--- src/rtl/ahb_pkg.sv ---
`default_nettype none
// ============================================================================
//  Module      : ahb_pkg
//  Description : Shared AHB transfer/burst encodings, arbiter FSM states and
//                the burst-length decode used by ahb_arbiter_mp.
//  Revision    : 1.0 - initial release
// ============================================================================
package ahb_pkg;

    typedef enum logic [1:0] {
        HTRANS_IDLE   = 2'b00,
        HTRANS_BUSY   = 2'b01,
        HTRANS_NONSEQ = 2'b10,
        HTRANS_SEQ    = 2'b11
    } htrans_e;

    typedef enum logic [2:0] {
        HBURST_SINGLE = 3'b000,
        HBURST_INCR   = 3'b001,
        HBURST_WRAP4  = 3'b010,
        HBURST_INCR4  = 3'b011,
        HBURST_WRAP8  = 3'b100,
        HBURST_INCR8  = 3'b101,
        HBURST_WRAP16 = 3'b110,
        HBURST_INCR16 = 3'b111
    } hburst_e;

    typedef enum logic [1:0] {
        ARB_IDLE   = 2'd0,
        ARB_BURST  = 2'd1,
        ARB_INCR   = 2'd2,
        ARB_LOCKED = 2'd3
    } arb_state_e;

    // Beats in a fixed-length burst; SINGLE and undefined-length INCR map to 1
    function automatic logic [4:0] burst_len(input hburst_e burst);
        logic [4:0] len;
        case (burst)
            HBURST_WRAP4,  HBURST_INCR4:  len = 5'd4;
            HBURST_WRAP8,  HBURST_INCR8:  len = 5'd8;
            HBURST_WRAP16, HBURST_INCR16: len = 5'd16;
            default:                      len = 5'd1;
        endcase
        return len;
    endfunction

endpackage
`default_nettype wire

--- src/rtl/ahb_arb_pick.sv ---
`default_nettype none
// ============================================================================
//  Module      : ahb_arb_pick
//  Description : Combinational winner selection. A starving requester (lowest
//                index) overrides everything; otherwise fixed priority (lowest
//                index) or round robin starting after i_rr_ptr. With no
//                request the default master is returned with o_valid low.
//  Revision    : 1.0 - initial release
// ============================================================================
module ahb_arb_pick import ahb_pkg::*; #(
    parameter int NUM_MASTERS    = 4,
    parameter int MASTER_W       = 2,
    parameter int ARB_MODE       = 0,
    parameter int DEFAULT_MASTER = 0
) (
    input  logic [MASTER_W-1:0]    i_rr_ptr,
    input  logic [NUM_MASTERS-1:0] i_req,
    input  logic [NUM_MASTERS-1:0] i_starve,
    output logic [MASTER_W-1:0]    o_idx,
    output logic                   o_valid
);

    logic [MASTER_W:0] w_pos;

    // Scan requesters; the wrap is folded back explicitly so no index leaves range
    always_comb begin
        o_idx   = MASTER_W'(DEFAULT_MASTER);
        o_valid = 1'b0;
        w_pos   = '0;
        if (|i_starve) begin
            for (int i = 0; i < NUM_MASTERS; i++) begin
                if (i_starve[i] && !o_valid) begin
                    o_idx   = MASTER_W'(i);
                    o_valid = 1'b1;
                end
            end
        end else if (ARB_MODE == 1) begin
            for (int i = 0; i < NUM_MASTERS; i++) begin
                if (i_req[i] && !o_valid) begin
                    o_idx   = MASTER_W'(i);
                    o_valid = 1'b1;
                end
            end
        end else begin
            for (int k = 1; k <= NUM_MASTERS; k++) begin
                w_pos = {1'b0, i_rr_ptr} + (MASTER_W+1)'(k);
                if (w_pos >= (MASTER_W+1)'(NUM_MASTERS)) begin
                    w_pos = w_pos - (MASTER_W+1)'(NUM_MASTERS);
                end
                if (i_req[w_pos[MASTER_W-1:0]] && !o_valid) begin
                    o_idx   = w_pos[MASTER_W-1:0];
                    o_valid = 1'b1;
                end
            end
        end
    end

endmodule
`default_nettype wire

--- src/rtl/ahb_arbiter_mp.sv ---
`default_nettype none
// ============================================================================
//  Module      : ahb_arbiter_mp
//  Description : Multi-master AHB arbiter: round-robin or fixed priority,
//                registered one-hot grant, burst/lock tracking FSM and
//                default-master parking. Optional starvation guard enabled
//                by defining AHB_ARB_STARVE_EN (adds STARVE_LIMIT).
//  Revision    : 1.0 - initial release
// ============================================================================
module ahb_arbiter_mp import ahb_pkg::*; #(
    parameter  int NUM_MASTERS    = 4,
    parameter  int ARB_MODE       = 0,
    parameter  int DEFAULT_MASTER = 0,
`ifdef AHB_ARB_STARVE_EN
    parameter  int STARVE_LIMIT   = 8,
`endif
    localparam int MASTER_W       = (NUM_MASTERS > 1) ? $clog2(NUM_MASTERS) : 1
) (
    input  logic                   Hclk,
    input  logic                   Hresetn,
    input  logic [NUM_MASTERS-1:0] Hreq,
    input  logic [NUM_MASTERS-1:0] Hlock,
    input  logic                   Hready,
    input  logic [1:0]             Htrans,
    input  logic [2:0]             Hburst,
    output logic [NUM_MASTERS-1:0] Hgrant,
    output logic [MASTER_W-1:0]    Hmaster,
    output logic                   Hmastlock
);

    localparam logic [NUM_MASTERS-1:0] c_default_oh  = NUM_MASTERS'(1) << DEFAULT_MASTER;
    localparam logic [MASTER_W-1:0]    c_default_idx = MASTER_W'(DEFAULT_MASTER);

    arb_state_e             r_state, w_state_nxt, w_ns_state;
    logic [4:0]             r_beats, w_beats_nxt, w_ns_beats;
    logic [NUM_MASTERS-1:0] r_grant, w_win_oh, w_starve;
    logic [MASTER_W-1:0]    r_hmaster, r_rr_ptr, w_win_idx, w_grant_idx;
    logic                   r_hmastlock, w_win_valid, w_arb_open, w_window;
    htrans_e                w_htrans;
    hburst_e                w_hburst;

    assign w_htrans  = htrans_e'(Htrans);
    assign w_hburst  = hburst_e'(Hburst);
    assign w_window  = Hready && w_arb_open;
    assign Hgrant    = r_grant;
    assign Hmaster   = r_hmaster;
    assign Hmastlock = r_hmastlock;

    // Where a NONSEQ from the owner leads; lock wins over burst tracking
    always_comb begin
        w_ns_state = ARB_IDLE;
        w_ns_beats = '0;
        if (Hlock[r_hmaster]) begin
            w_ns_state = ARB_LOCKED;
        end else if (w_hburst == HBURST_INCR) begin
            w_ns_state = ARB_INCR;
        end else if (w_hburst != HBURST_SINGLE) begin
            w_ns_state = ARB_BURST;
            w_ns_beats = burst_len(w_hburst) - 5'd1;
        end
    end

    // Next-state logic; nothing moves on a wait-stated cycle
    always_comb begin
        w_state_nxt = r_state;
        w_beats_nxt = r_beats;
        if (Hready) begin
            case (r_state)
                ARB_IDLE: begin
                    if (w_htrans == HTRANS_NONSEQ) begin
                        w_state_nxt = w_ns_state;
                        w_beats_nxt = w_ns_beats;
                    end
                end
                ARB_BURST: begin
                    case (w_htrans)
                        HTRANS_SEQ: begin
                            if (r_beats <= 5'd1) begin
                                w_state_nxt = ARB_IDLE;
                                w_beats_nxt = '0;
                            end else begin
                                w_beats_nxt = r_beats - 5'd1;
                            end
                        end
                        HTRANS_IDLE: begin
                            w_state_nxt = ARB_IDLE;
                            w_beats_nxt = '0;
                        end
                        HTRANS_NONSEQ: begin
                            w_state_nxt = w_ns_state;
                            w_beats_nxt = w_ns_beats;
                        end
                        default: ;
                    endcase
                end
                ARB_INCR: begin
                    if (w_htrans == HTRANS_IDLE) begin
                        w_state_nxt = ARB_IDLE;
                    end else if (w_htrans == HTRANS_NONSEQ) begin
                        w_state_nxt = w_ns_state;
                        w_beats_nxt = w_ns_beats;
                    end
                end
                default: begin
                    if (!Hlock[r_hmaster] && (w_htrans != HTRANS_SEQ) &&
                        (w_htrans != HTRANS_BUSY)) begin
                        w_state_nxt = ARB_IDLE;
                    end
                end
            endcase
        end
    end

    // Arbitration window: never while a locked sequence owns the bus
    always_comb begin
        w_arb_open = (r_state != ARB_LOCKED) &&
                     ((w_state_nxt == ARB_IDLE) ||
                      ((r_state == ARB_BURST) && (r_beats == 5'd0) && (w_htrans == HTRANS_SEQ)) ||
                      ((r_state == ARB_INCR) && !Hreq[r_hmaster]));
    end

`ifdef AHB_ARB_STARVE_EN
    localparam int c_wait_w = $clog2(STARVE_LIMIT + 1);

    for (genvar gi = 0; gi < NUM_MASTERS; gi++) begin : g_wait
        logic [c_wait_w-1:0] r_wait;
        // Count windows lost while requesting; cleared on grant or release
        always_ff @(posedge Hclk) begin
            if (!Hresetn || !Hreq[gi]) begin
                r_wait <= '0;
            end else if (w_window) begin
                if (w_win_idx == MASTER_W'(gi)) begin
                    r_wait <= '0;
                end else if (r_wait != c_wait_w'(STARVE_LIMIT)) begin
                    r_wait <= r_wait + 1'b1;
                end
            end
        end
        assign w_starve[gi] = Hreq[gi] && (r_wait == c_wait_w'(STARVE_LIMIT));
    end
`else
    assign w_starve = '0;
`endif

    ahb_arb_pick #(
        .NUM_MASTERS    (NUM_MASTERS),
        .MASTER_W       (MASTER_W),
        .ARB_MODE       (ARB_MODE),
        .DEFAULT_MASTER (DEFAULT_MASTER)
    ) u_pick (
        .i_rr_ptr (r_rr_ptr),
        .i_req    (Hreq),
        .i_starve (w_starve),
        .o_idx    (w_win_idx),
        .o_valid  (w_win_valid)
    );

    // One-hot of the winner and index of the current grant
    always_comb begin
        w_win_oh            = '0;
        w_win_oh[w_win_idx] = 1'b1;
        w_grant_idx         = '0;
        for (int i = 0; i < NUM_MASTERS; i++) begin
            if (r_grant[i]) begin
                w_grant_idx = MASTER_W'(i);
            end
        end
    end

    // FSM state register
    always_ff @(posedge Hclk) begin
        if (!Hresetn) begin
            r_state <= ARB_IDLE;
            r_beats <= '0;
        end else begin
            r_state <= w_state_nxt;
            r_beats <= w_beats_nxt;
        end
    end

    // Grant, round-robin pointer and address-phase ownership registers
    always_ff @(posedge Hclk) begin
        if (!Hresetn) begin
            r_grant     <= c_default_oh;
            r_rr_ptr    <= c_default_idx;
            r_hmaster   <= c_default_idx;
            r_hmastlock <= 1'b0;
        end else begin
            if (w_window) begin
                r_grant <= w_win_oh;
                if (w_win_valid) begin
                    r_rr_ptr <= w_win_idx;
                end
            end
            if (Hready) begin
                r_hmaster   <= w_grant_idx;
                r_hmastlock <= Hlock[w_grant_idx];
            end
        end
    end

endmodule
`default_nettype wire

--- config.mk ---
export PLATFORM = sky130hd
export DESIGN_NAME = ahb_arbiter_mp
export DESIGN_NICKNAME = d
export VERILOG_FILES = /design/src/rtl/ahb_pkg.sv /design/src/rtl/ahb_arb_pick.sv /design/src/rtl/ahb_arbiter_mp.sv
export SDC_FILE = /design/constraint.sdc
export NUM_CORES = 1
export LEC_CHECK = 0
export CORE_MARGIN = 3
export CORE_UTILIZATION = 34
export CTS_CLUSTER_SIZE = 16
export DETAILED_ROUTE_END_ITERATION = 10
export SLEW_MARGIN = 20
export SYNTH_ARGS = -nofsm -noshare
export SYNTH_HDL_FRONTEND = slang
export SYNTH_SLANG_ARGS = --single-unit
--- constraint.sdc ---
create_clock -name Hclk -period 5.9 [get_ports Hclk]
set_clock_uncertainty 0.2 [all_clocks]
set_input_delay 1.18 -clock Hclk [delete_from_list [all_inputs] [get_ports Hclk]]
set_output_delay 1.18 -clock Hclk [all_outputs]
set_load 0.02 [all_outputs]
==> flow_metrics.py, run 1 <==
metrics = {
    "worst_hold_path": {
        "hold_depth": 2,
        "hold_path_startpoint": "r_beats[4]",
        "hold_path.class": "reg -> reg",
        "min_to": "r_beats[4]",
    },
    "worst_setup_path": {
        "reg2reg_depth": 4,
        "cp-end-kind": "register",
        "r2r_end": "Hgrant[0]",
        "setup.worst_path.start_class": "input pin",
        "critPathArrivalTime_ns": 3.05,
        "r2r_setup_slack_ns": 3.68,
        "crit_path_max_incr_delay_ns": 0.51,
        "crit_path_top_delay_cell": "or3b_2",
        "cpMostUsedCell": "or3b_2",
        "critPathRequiredTime_ns": 5.91,
        "worst-path-max-fanout": 6,
        "path_cells": "clkdlybuf4s50_1 -> or3b_2 -> o211ai_2 -> a2111oi_4 -> or3b_2 -> o311ai_2",
        "critPathKind": "in -> reg",
        "reg2reg_from": "Hmaster[0]",
    },
    "run": {
        "maxCapViolations": 0,
    },
    "synth": {
        "synth.most_common_cell": "dfxtp_1",
        "synth_flop_cell": "dfxtp_1",
        "ys_types": 44,
        "yosysSeqAreaShare_pct": 29.0,
        "synthesis.area_um2": 1100,
        "synth_area_leader_cell": "dfxtp_1",
        "async_reset_ff_share_pct": 0,
        "avgSynthCellArea_um2": 8.17,
        "synth-seq-cells": 16,
        "ys.warnings.count": 0,
        "yosysTopAreaCellShare_pct": 29.0,
        "synth_fp_nets": 154,
        "synth_edf_count": 0,
        "synth.cells.most_frequent": "dfxtp_1 (16), nand2_1 (14), nor2_1 (14)",
        "syn_inst": 135,
        "synth_area_leaders": "dfxtp_1 (29%), o21ai_0 (5.9%), nand2_1 (4.8%)",
    },
    "power": {
        "clkPwrFrac_pct": 27.9,
        "peakVddDrop_uv": 140,
        "p_seq_share_pct": 44.4,
        "p_sw_share_pct": 31.7,
        "netSwitchingPower_mw": 0.0880,
        "power_density_nw_per_um2": 198,
        "power.internal_mw": 0.190,
        "p_leak_nw": 0.488,
        "pwr-share-comb_pct": 27.7,
    },
    "route": {
        "antenna_left": 0,
        "wl_mm": 2.88,
        "first_pass_iters": 4,
        "post-route-drc-count": 0,
        "wl_per_cell_um": 14.3,
        "dr_total_vias": 1104,
        "drt_iter0_markers": 29,
        "routed_via_density": 5.49,
    },
    "finish": {
        "drive_gt1_share_pct": 10.2,
        "stdcell_area_um2": 1400,
        "antenna_cells": 0,
        "fin_cells": 201,
        "seqCellArea_um2": 320,
        "fill_cells": 317,
        "multi_input_area_um2": 746,
        "finalNetCount": 177,
        "syn_to_final_growth_pct": 26.9,
    },
    "sta": {
        "maxSlewViolCount": 0,
        "relSlewSlack_pct": 50.4,
        "whs_ns": 0.279,
        "fin_crit_ns": 3.04,
        "finalSetupViolCount": 0,
        "worst_pin_slew_ns": 0.734,
        "final_hold_viol_count": 0,
        "grt_setup_unrepaired": "false",
        "tns_ns": 0,
        "fin_crit_sh_pct": 51.6,
        "max_freq_ghz": 0.329,
    },
    "status": {
        "status": "finished clean",
    },
    "clock_network": {
        "path_clk_slew_ns": 0.11,
        "root_buffer": "clkbuf_4",
        "cts_max_level": 1,
        "clkLatencyLatePin_ns": 0.30,
        "cts_resized": 0,
        "cts_setup_buffers": 0,
        "cts_tree": "done",
        "cts_num_sinks": 16,
        "cts_buffers": 3,
        "clockBufferDepth": 2,
        "ctsHoldBuffers": 0,
    },
    "placed_design": {
        "hpwl_mm": 2.21,
        "finalWeightedCongestion": 0.865,
        "port-buffer-count": 22,
        "place_area_um2": 1360,
        "place_inst": 197,
    },
    "floorplanning": {
        "design.die.area_um2": 3970,
        "core_um2": 3080,
        "die_h_um": 63.0,
        "fp.dieW_um": 63.0,
        "rows": 20,
        "start_util_pct": 35.9,
        "io_pins": 23,
    },
    "grt": {
        "grt_pass1_vias": 1010,
        "grt_pass1_wl_mm": 4.72,
        "grt_overflow_total": 0,
        "antenna_found_initial": 0,
        "grt_max_degree": 16,
        "grt_use_total_pct": 15.0,
    },
}
==> worst max-delay path by stage <==
| stage | from | endpoint | slack [ns] | depth (start not counted) |
|---|---|---|---|---|
| global route | Hready | Hgrant[1] | 2.77 | 5 |
| CTS | Hburst[2] | Hgrant[0] | 2.86 | 6 |
| finish | Hburst[2] | Hgrant[0] | 2.86 | 6 |
| floorplan | Hburst[2] | Hgrant[0] | 3.13 | 5 |
| detailed placement | Hburst[2] | Hgrant[0] | 2.56 | 6 |
| global placement | Htrans[0] | r_rr_ptr[0] | 2.56 | 6 |
==> logic make-up after synthesis <==
logic type               synth area share, %
buffers and inverters                   3.40
multiplexers                            7.71
AND/OR/NAND/NOR                         22.9
AO/OA/AOI/OAI                           33.6
flip-flops                              29.0
adder cells (fa/ha/maj)                 3.40
==> through the flow <==
stage | utilization [%] | power (mW) | worst slack [ns]
global route | 45.5 | 0.296 | 2.77
floorplan | - | 0.172 | 3.13
global placement | 44.3 | 0.201 | 2.56
CTS | 45.5 | 0.281 | 2.86
detailed placement | 44.3 | 0.202 | 2.56
finish | 45.5 | 0.278 | 2.86
==> power by group through the flow <==
stage / logic, mW / registers (mW) / clock network (mW)
floorplan: 0.0460 / 0.126 / 0
finish: 0.0768 / 0.123 / 0.0776
global placement: 0.0760 / 0.125 / 0
detailed placement: 0.0768 / 0.126 / 0
global route: 0.0847 / 0.124 / 0.0870
CTS: 0.0773 / 0.123 / 0.0800
==> worst max-delay path, delay by kind of cell <==
family                 cells  cell delay [ns]
buffers and inverters      1             0.49
AND/OR/NAND/NOR            2             1.00
AO/OA/AOI/OAI              3             0.37
==> cell type report <==
| class | count | share of cell area [%] |
|---|---|---|
| inverter | 6 | 1.61 |
| timing repair buffer | 22 | 15.7 |
| tap | 44 | 3.93 |
| multi-input combinational | 109 | 53.3 |
| sequential | 16 | 22.9 |
| clock buffer | 4 | 2.59 |
==> sequential cells by signal (all words and copies together) (netlist names) <==
register and flops:
Hmastlock 1, r_state 2, r_rr_ptr 2, r_beats 5
Hmaster 2, Hgrant 4
==> layer usage <==
| layer | GRT usage, % | vias up | share of wire, % | routed length [um] |
|---|---|---|---|---|
| met4 | 4.13 | 0 | 0.94 | 27 |
| met2 | 25.4 | 25 | 49 | 1400 |
| met3 | 4.50 | 4 | 4.9 | 140 |
| li1 | - | 555 | - | - |
| met5 | 0 | - | 0 | 0 |
| met1 | 18.2 | 520 | 45 | 1310 |
==> cells in the final DEF, fill, tap and decap left out, types with 3 or more instances in the layout <==
cell and instances:
a21oi_1 10, nand2b_1 4, dfxtp_1 16, inv_1 6
ha_1 3, nand2_1 14, clkbuf_4 3, mux2i_1 4
o21ai_0 13, nor2b_1 6, nor2_1 14, clkdlybuf4s50_1 22
No activity file was read; power rests on OpenSTA's default activity.
==> run 2, diff against run 1 <==
==> constraint.sdc (replaced) <==
create_clock -name Hclk -period 2.8 [get_ports Hclk]
set_clock_uncertainty 0.2 [all_clocks]
set_input_delay 0.56 -clock Hclk [delete_from_list [all_inputs] [get_ports Hclk]]
set_output_delay 0.56 -clock Hclk [all_outputs]
set_load 0.02 [all_outputs]
==> run 2 against run 1 <==
  * Non-clock buffer count increased by 7
  * Critical path depth unchanged
  * Clock-buffer cell count unchanged
  * Combinational power increased by 130%
  * Core utilization increased by 1.7 points
  * Register-to-register slack got worse by 3.1 ns
  * Flip-flop and latch count unchanged
  * Largest cell class unchanged
  * Highest routed layer unchanged
==> flow_metrics.py, run 2 (same netlist as run 1, synthesis figures left out) <==
metrics = {
    "sta": {
        "grt_setup_unrepaired": "false",
        "setup_ws_ns": 0.363,
        "max_freq_ghz": 0.410,
        "worst_pin_slew_ns": 0.410,
        "maxSlewViolCount": 0,
        "fin_crit_ns": 2.44,
        "finalSetupViolCount": 0,
        "final_hold_viol_count": 0,
        "fin_crit_sh_pct": 87.0,
        "tns_ns": 0,
        "relSlewSlack_pct": 72.4,
    },
    "run": {
        "maxCapViolations": 0,
    },
    "clock_network": {
        "cts_tree": "done",
        "cts_resized": 0,
        "cts_buffers": 3,
        "cts_max_level": 1,
        "cts_setup_buffers": 0,
        "ctsHoldBuffers": 0,
        "clockBufferDepth": 2,
        "clkLatencyLatePin_ns": 0.29,
        "path_clk_slew_ns": 0.10,
        "root_buffer": "clkbuf_4",
        "cts_num_sinks": 16,
    },
    "status": {
        "status": "finished clean",
    },
    "worst_setup_path": {
        "critPathKind": "in -> reg",
        "critPathBufInv": 1,
        "crit_family": "simple AND/OR/NAND/NOR gates",
        "crit_path_top_delay_cell": "or4_1",
        "path_cells": "clkdlybuf4s50_1 -> or3b_2 -> o211ai_2 -> a2111oi_4 -> or4_1 -> o31ai_1",
        "setup.worst_path.start_class": "input pin",
        "cp_num_cells": 6,
        "r2r_setup_slack_ns": 0.57,
        "critPathRequiredTime_ns": 2.80,
        "critPathArrivalTime_ns": 2.43,
        "cp-end-kind": "register",
        "crit_path_max_incr_delay_ns": 0.50,
        "worst-path-max-fanout": 6,
        "reg2reg_depth": 7,
    },
    "placed_design": {
        "finalWeightedCongestion": 0.835,
        "dpl_worst_slack_ns": 0.0456,
        "place_inst": 204,
        "port-buffer-count": 22,
        "hpwl_mm": 2.36,
    },
    "grt": {
        "grt_use_total_pct": 16.2,
        "grt_pass1_vias": 1107,
        "grt_overflow_total": 0,
        "grt_max_degree": 15,
        "grt_pass1_wl_mm": 5.20,
        "antenna_found_initial": 0,
    },
    "finish": {
        "final_common_cell": "clkdlybuf4s50_1",
        "largest-register": "r_beats",
        "syn_to_final_growth_pct": 31.6,
        "drive_gt1_share_pct": 14.0,
        "multi_input_area_um2": 746,
        "layout_common_cells": "clkdlybuf4s50_1 (22), dfxtp_1 (16), nor2_1 (14), nand2_1 (14), o21ai_0 (13)",
        "seqCellArea_um2": 320,
        "fin_cells": 208,
        "largest_register_ff_count": 5,
        "antenna_cells": 0,
        "finalNetCount": 184,
        "fill_cells": 317,
        "final_util_pct": 47.2,
    },
    "worst_hold_path": {
        "hold_path.class": "reg -> reg",
        "hold_depth": 2,
    },
    "floorplanning": {
        "start_util_pct": 35.9,
        "die_h_um": 63.0,
        "fp.dieW_um": 63.0,
        "io_pins": 23,
        "design.die.area_um2": 3970,
        "core_um2": 3080,
        "rows": 20,
    },
    "route": {
        "wl_per_cell_um": 14.7,
        "first_pass_iters": 4,
        "antenna_left": 0,
        "post-route-drc-count": 0,
        "dr_total_vias": 1132,
        "wl_mm": 3.05,
        "drt_iter0_markers": 66,
        "routed_via_density": 5.44,
    },
    "power": {
        "power_density_nw_per_um2": 409,
        "peakVddDrop_uv": 192,
        "p_leak_nw": 0.521,
    },
}
[run 2: worst reg2reg max path, delay by kind of cell, from the launching register on]
kind / cells / cell delay [ns]
compound gates: 4 / 0.74
simple gates: 1 / 0.50
flops: 1 / 0.39
fa+ha+maj: 1 / 0.18
buf+inv: 1 / 0.11
[run 2: worst paths after layout]
path	from	to
hold / removal	r_beats[4]	r_beats[4]
hold reg to reg	r_beats[4]	r_beats[4]
setup reg to reg	r_beats[1]	Hgrant[2]
setup / recovery	Hburst[1]	Hgrant[2]
[run 2: routing by layer]
| layer | GRT usage, % | share of wire [%] |
|---|---|---|
| met5 | 0 | 0 |
| met4 | 4.96 | 1.6 |
| met3 | 3.96 | 3.2 |
| met2 | 27.5 | 48 |
| met1 | 19.9 | 47 |
[run 2: layout make-up]
| class | count | area share (%) |
|---|---|---|
| Multi-Input combinational cell | 109 | 51.3 |
| Sequential cell | 16 | 22.0 |
| Timing Repair Buffer | 29 | 18.8 |
| Tap cell | 44 | 3.79 |
| Clock buffer | 4 | 2.50 |
| Inverter | 6 | 1.55 |
[run 2: through the flow]
step	power (mW)	hold slack, ns	area [um^2]
finish	0.593	0.282	1450
global route	0.628	0.316	1450
CTS	0.601	0.289	1450
detailed placement	0.438	0.272	1420
global placement	0.435	0.267	1420
floorplan	0.362	0.246	1100
[run 2: where the power goes]
group	switching, mW	internal [mW]	total [mW]
clock network	0.0806	0.0793	0.160
logic	0.0867	0.0864	0.173
registers	0.0188	0.242	0.260
==> run 3, diff against run 2 <==
--- a/config.mk
+++ b/config.mk
@@ -9,6 +9,7 @@
 export CORE_UTILIZATION = 34
 export CTS_CLUSTER_SIZE = 16
 export DETAILED_ROUTE_END_ITERATION = 10
+export GPL_ROUTABILITY_DRIVEN = 0
 export SLEW_MARGIN = 20
 export SYNTH_ARGS = -nofsm -noshare
 export SYNTH_HDL_FRONTEND = slang
==> run 3 against run 2 <==
  * Cell count grew 0.96%
  * Non-clock buffer count grew 2
  * Worst setup slack gained 0.013 ns
  * Register-to-register slack is essentially flat
  * Clock-buffer cell count is the same
  * Global-route usage shrank 0.55 points
  * Flip-flop and latch count is the same
  * Fmax grew 0.56%
  * Critical path type unchanged
  * Highest routed layer unchanged
==> flow_metrics.py, run 3 (same netlist as run 1, synthesis figures left out) <==
metrics = {
    "finish": {
        "syn_to_final_growth_pct": 33.0,
        "layout_common_cells": "clkdlybuf4s50_1 (22), dfxtp_1 (16), nor2_1 (14), nand2_1 (14), o21ai_0 (13)",
        "largest_register_ff_count": 5,
        "stdcell_area_um2": 1470,
        "antenna_cells": 0,
        "fill_cells": 312,
        "drive_gt1_share_pct": 15.1,
        "final_common_cell": "clkdlybuf4s50_1",
        "largest-register": "r_beats",
        "finalNetCount": 186,
        "final_util_pct": 47.7,
    },
    "clock_network": {
        "cts_resized": 0,
        "cts_max_level": 1,
        "root_buffer": "clkbuf_4",
        "cts_tree": "done",
        "cts_setup_buffers": 0,
        "ctsHoldBuffers": 0,
        "cts_buffers": 3,
        "clkLatencyLatePin_ns": 0.30,
        "clockBufferDepth": 2,
        "path_clk_slew_ns": 0.09,
        "cts_num_sinks": 16,
    },
    "worst_setup_path": {
        "critPathKind": "in -> reg",
        "cp-end-kind": "register",
        "setup.worst_path.start_class": "input pin",
        "critPathArrivalTime_ns": 2.42,
        "worst-path-max-fanout": 6,
        "critPathRequiredTime_ns": 2.79,
    },
    "power": {
        "clkPwrFrac_pct": 26.8,
        "p_seq_share_pct": 43.8,
        "peakVddDrop_uv": 205,
        "power_density_nw_per_um2": 404,
        "power.internal_mw": 0.409,
        "p_leak_nw": 0.531,
        "netSwitchingPower_mw": 0.184,
        "p_sw_share_pct": 31.0,
        "pwr-share-comb_pct": 29.5,
    },
    "route": {
        "first_pass_iters": 4,
        "drt_iter0_markers": 61,
        "routed_via_density": 5.38,
        "antenna_left": 0,
        "wl_mm": 2.91,
        "post-route-drc-count": 0,
        "wl_per_cell_um": 13.8,
        "dr_total_vias": 1130,
    },
    "worst_hold_path": {
        "hold_path.class": "reg -> reg",
    },
    "floorplanning": {
        "io_pins": 23,
        "core_um2": 3080,
        "fp.dieW_um": 63.0,
        "die_h_um": 63.0,
        "design.die.area_um2": 3970,
        "start_util_pct": 35.9,
        "rows": 20,
    },
    "grt": {
        "grt_busiest_layer": "met2",
        "grt_max_degree": 15,
        "grt_pass1_vias": 1104,
        "use_met2_pct": 27.3,
        "grt_overflow_total": 0,
        "grt_use_total_pct": 15.6,
        "use_met3_pct": 3.96,
        "antenna_found_initial": 0,
        "grt_pass1_wl_mm": 4.92,
        "use_met1_pct": 18.5,
    },
    "sta": {
        "final_hold_viol_count": 0,
        "fin_crit_ns": 2.42,
        "finalSetupViolCount": 0,
        "tns_ns": 0,
        "grt_setup_unrepaired": "false",
        "worst_pin_slew_ns": 0.431,
        "fin_crit_sh_pct": 86.6,
        "max_freq_ghz": 0.413,
        "setup_ws_ns": 0.376,
        "relSlewSlack_pct": 71.1,
        "maxSlewViolCount": 0,
        "whs_ns": 0.280,
    },
    "placed_design": {
        "port-buffer-count": 22,
        "hpwl_mm": 2.28,
        "dpl_worst_slack_ns": 0.0362,
        "place_area_um2": 1430,
    },
    "status": {
        "status": "finished clean",
    },
    "run": {
        "maxCapViolations": 0,
    },
}
[run 3: changes by cell type in the layout (fill, tap and decap cells not counted)]
cell   previous run  this run
buf_4             7         9
[run 3: worst paths after layout]
path                  to  depth (start not counted)        start  slack, ns
max            Hgrant[2]                          6    Htrans[0]       0.38
min          r_rr_ptr[0]                          2  r_rr_ptr[0]       0.28
min reg2reg  r_rr_ptr[0]                          2  r_rr_ptr[0]       0.28
max reg2reg    Hgrant[2]                          4   Hmaster[0]       0.56
[run 3: through the flow]
step           std cells  power [mW]
4_1_cts              210       0.602
3_5_place_dp         206       0.439
2_1_floorplan        135       0.362
5_1_grt              210       0.630
3_3_place_gp         206       0.436
6_report             210       0.593
[run 3: area by class of cell]
cell class	instances	area, um^2	area share, %
Timing Repair Buffer	31	288	19.6
Inverter	6	22.5	1.53
Clock buffer	4	36.3	2.47
Sequential cell	16	320	21.8
Multi-Input combinational cell	109	746	50.8
Tap cell	44	55.1	3.75
[run 3: layer usage]
metal / vias up / part of all wire, %
met3: 5 / 4.9
met2: 29 / 49
met4: 0 / 1.2
li1: 577 / -
met1: 519 / 45
met5: - / 0
[run 3: critical path: stages]
cell and delay, ns:
clkdlybuf4s50_1 0.53, nand2b_1 0.23, nand2_1 0.15, a2111oi_4 0.50, nor2_2 0.13, o31ai_1 0.30
[run 3: power by group through the flow]
stage / registers (mW) / logic [mW] / clock network (mW)
final: 0.259 / 0.175 / 0.159
after CTS: 0.260 / 0.175 / 0.167
after global routing: 0.262 / 0.191 / 0.177
after floorplan: 0.265 / 0.0970 / 0
after detailed placement: 0.265 / 0.174 / 0
after global placement: 0.264 / 0.172 / 0
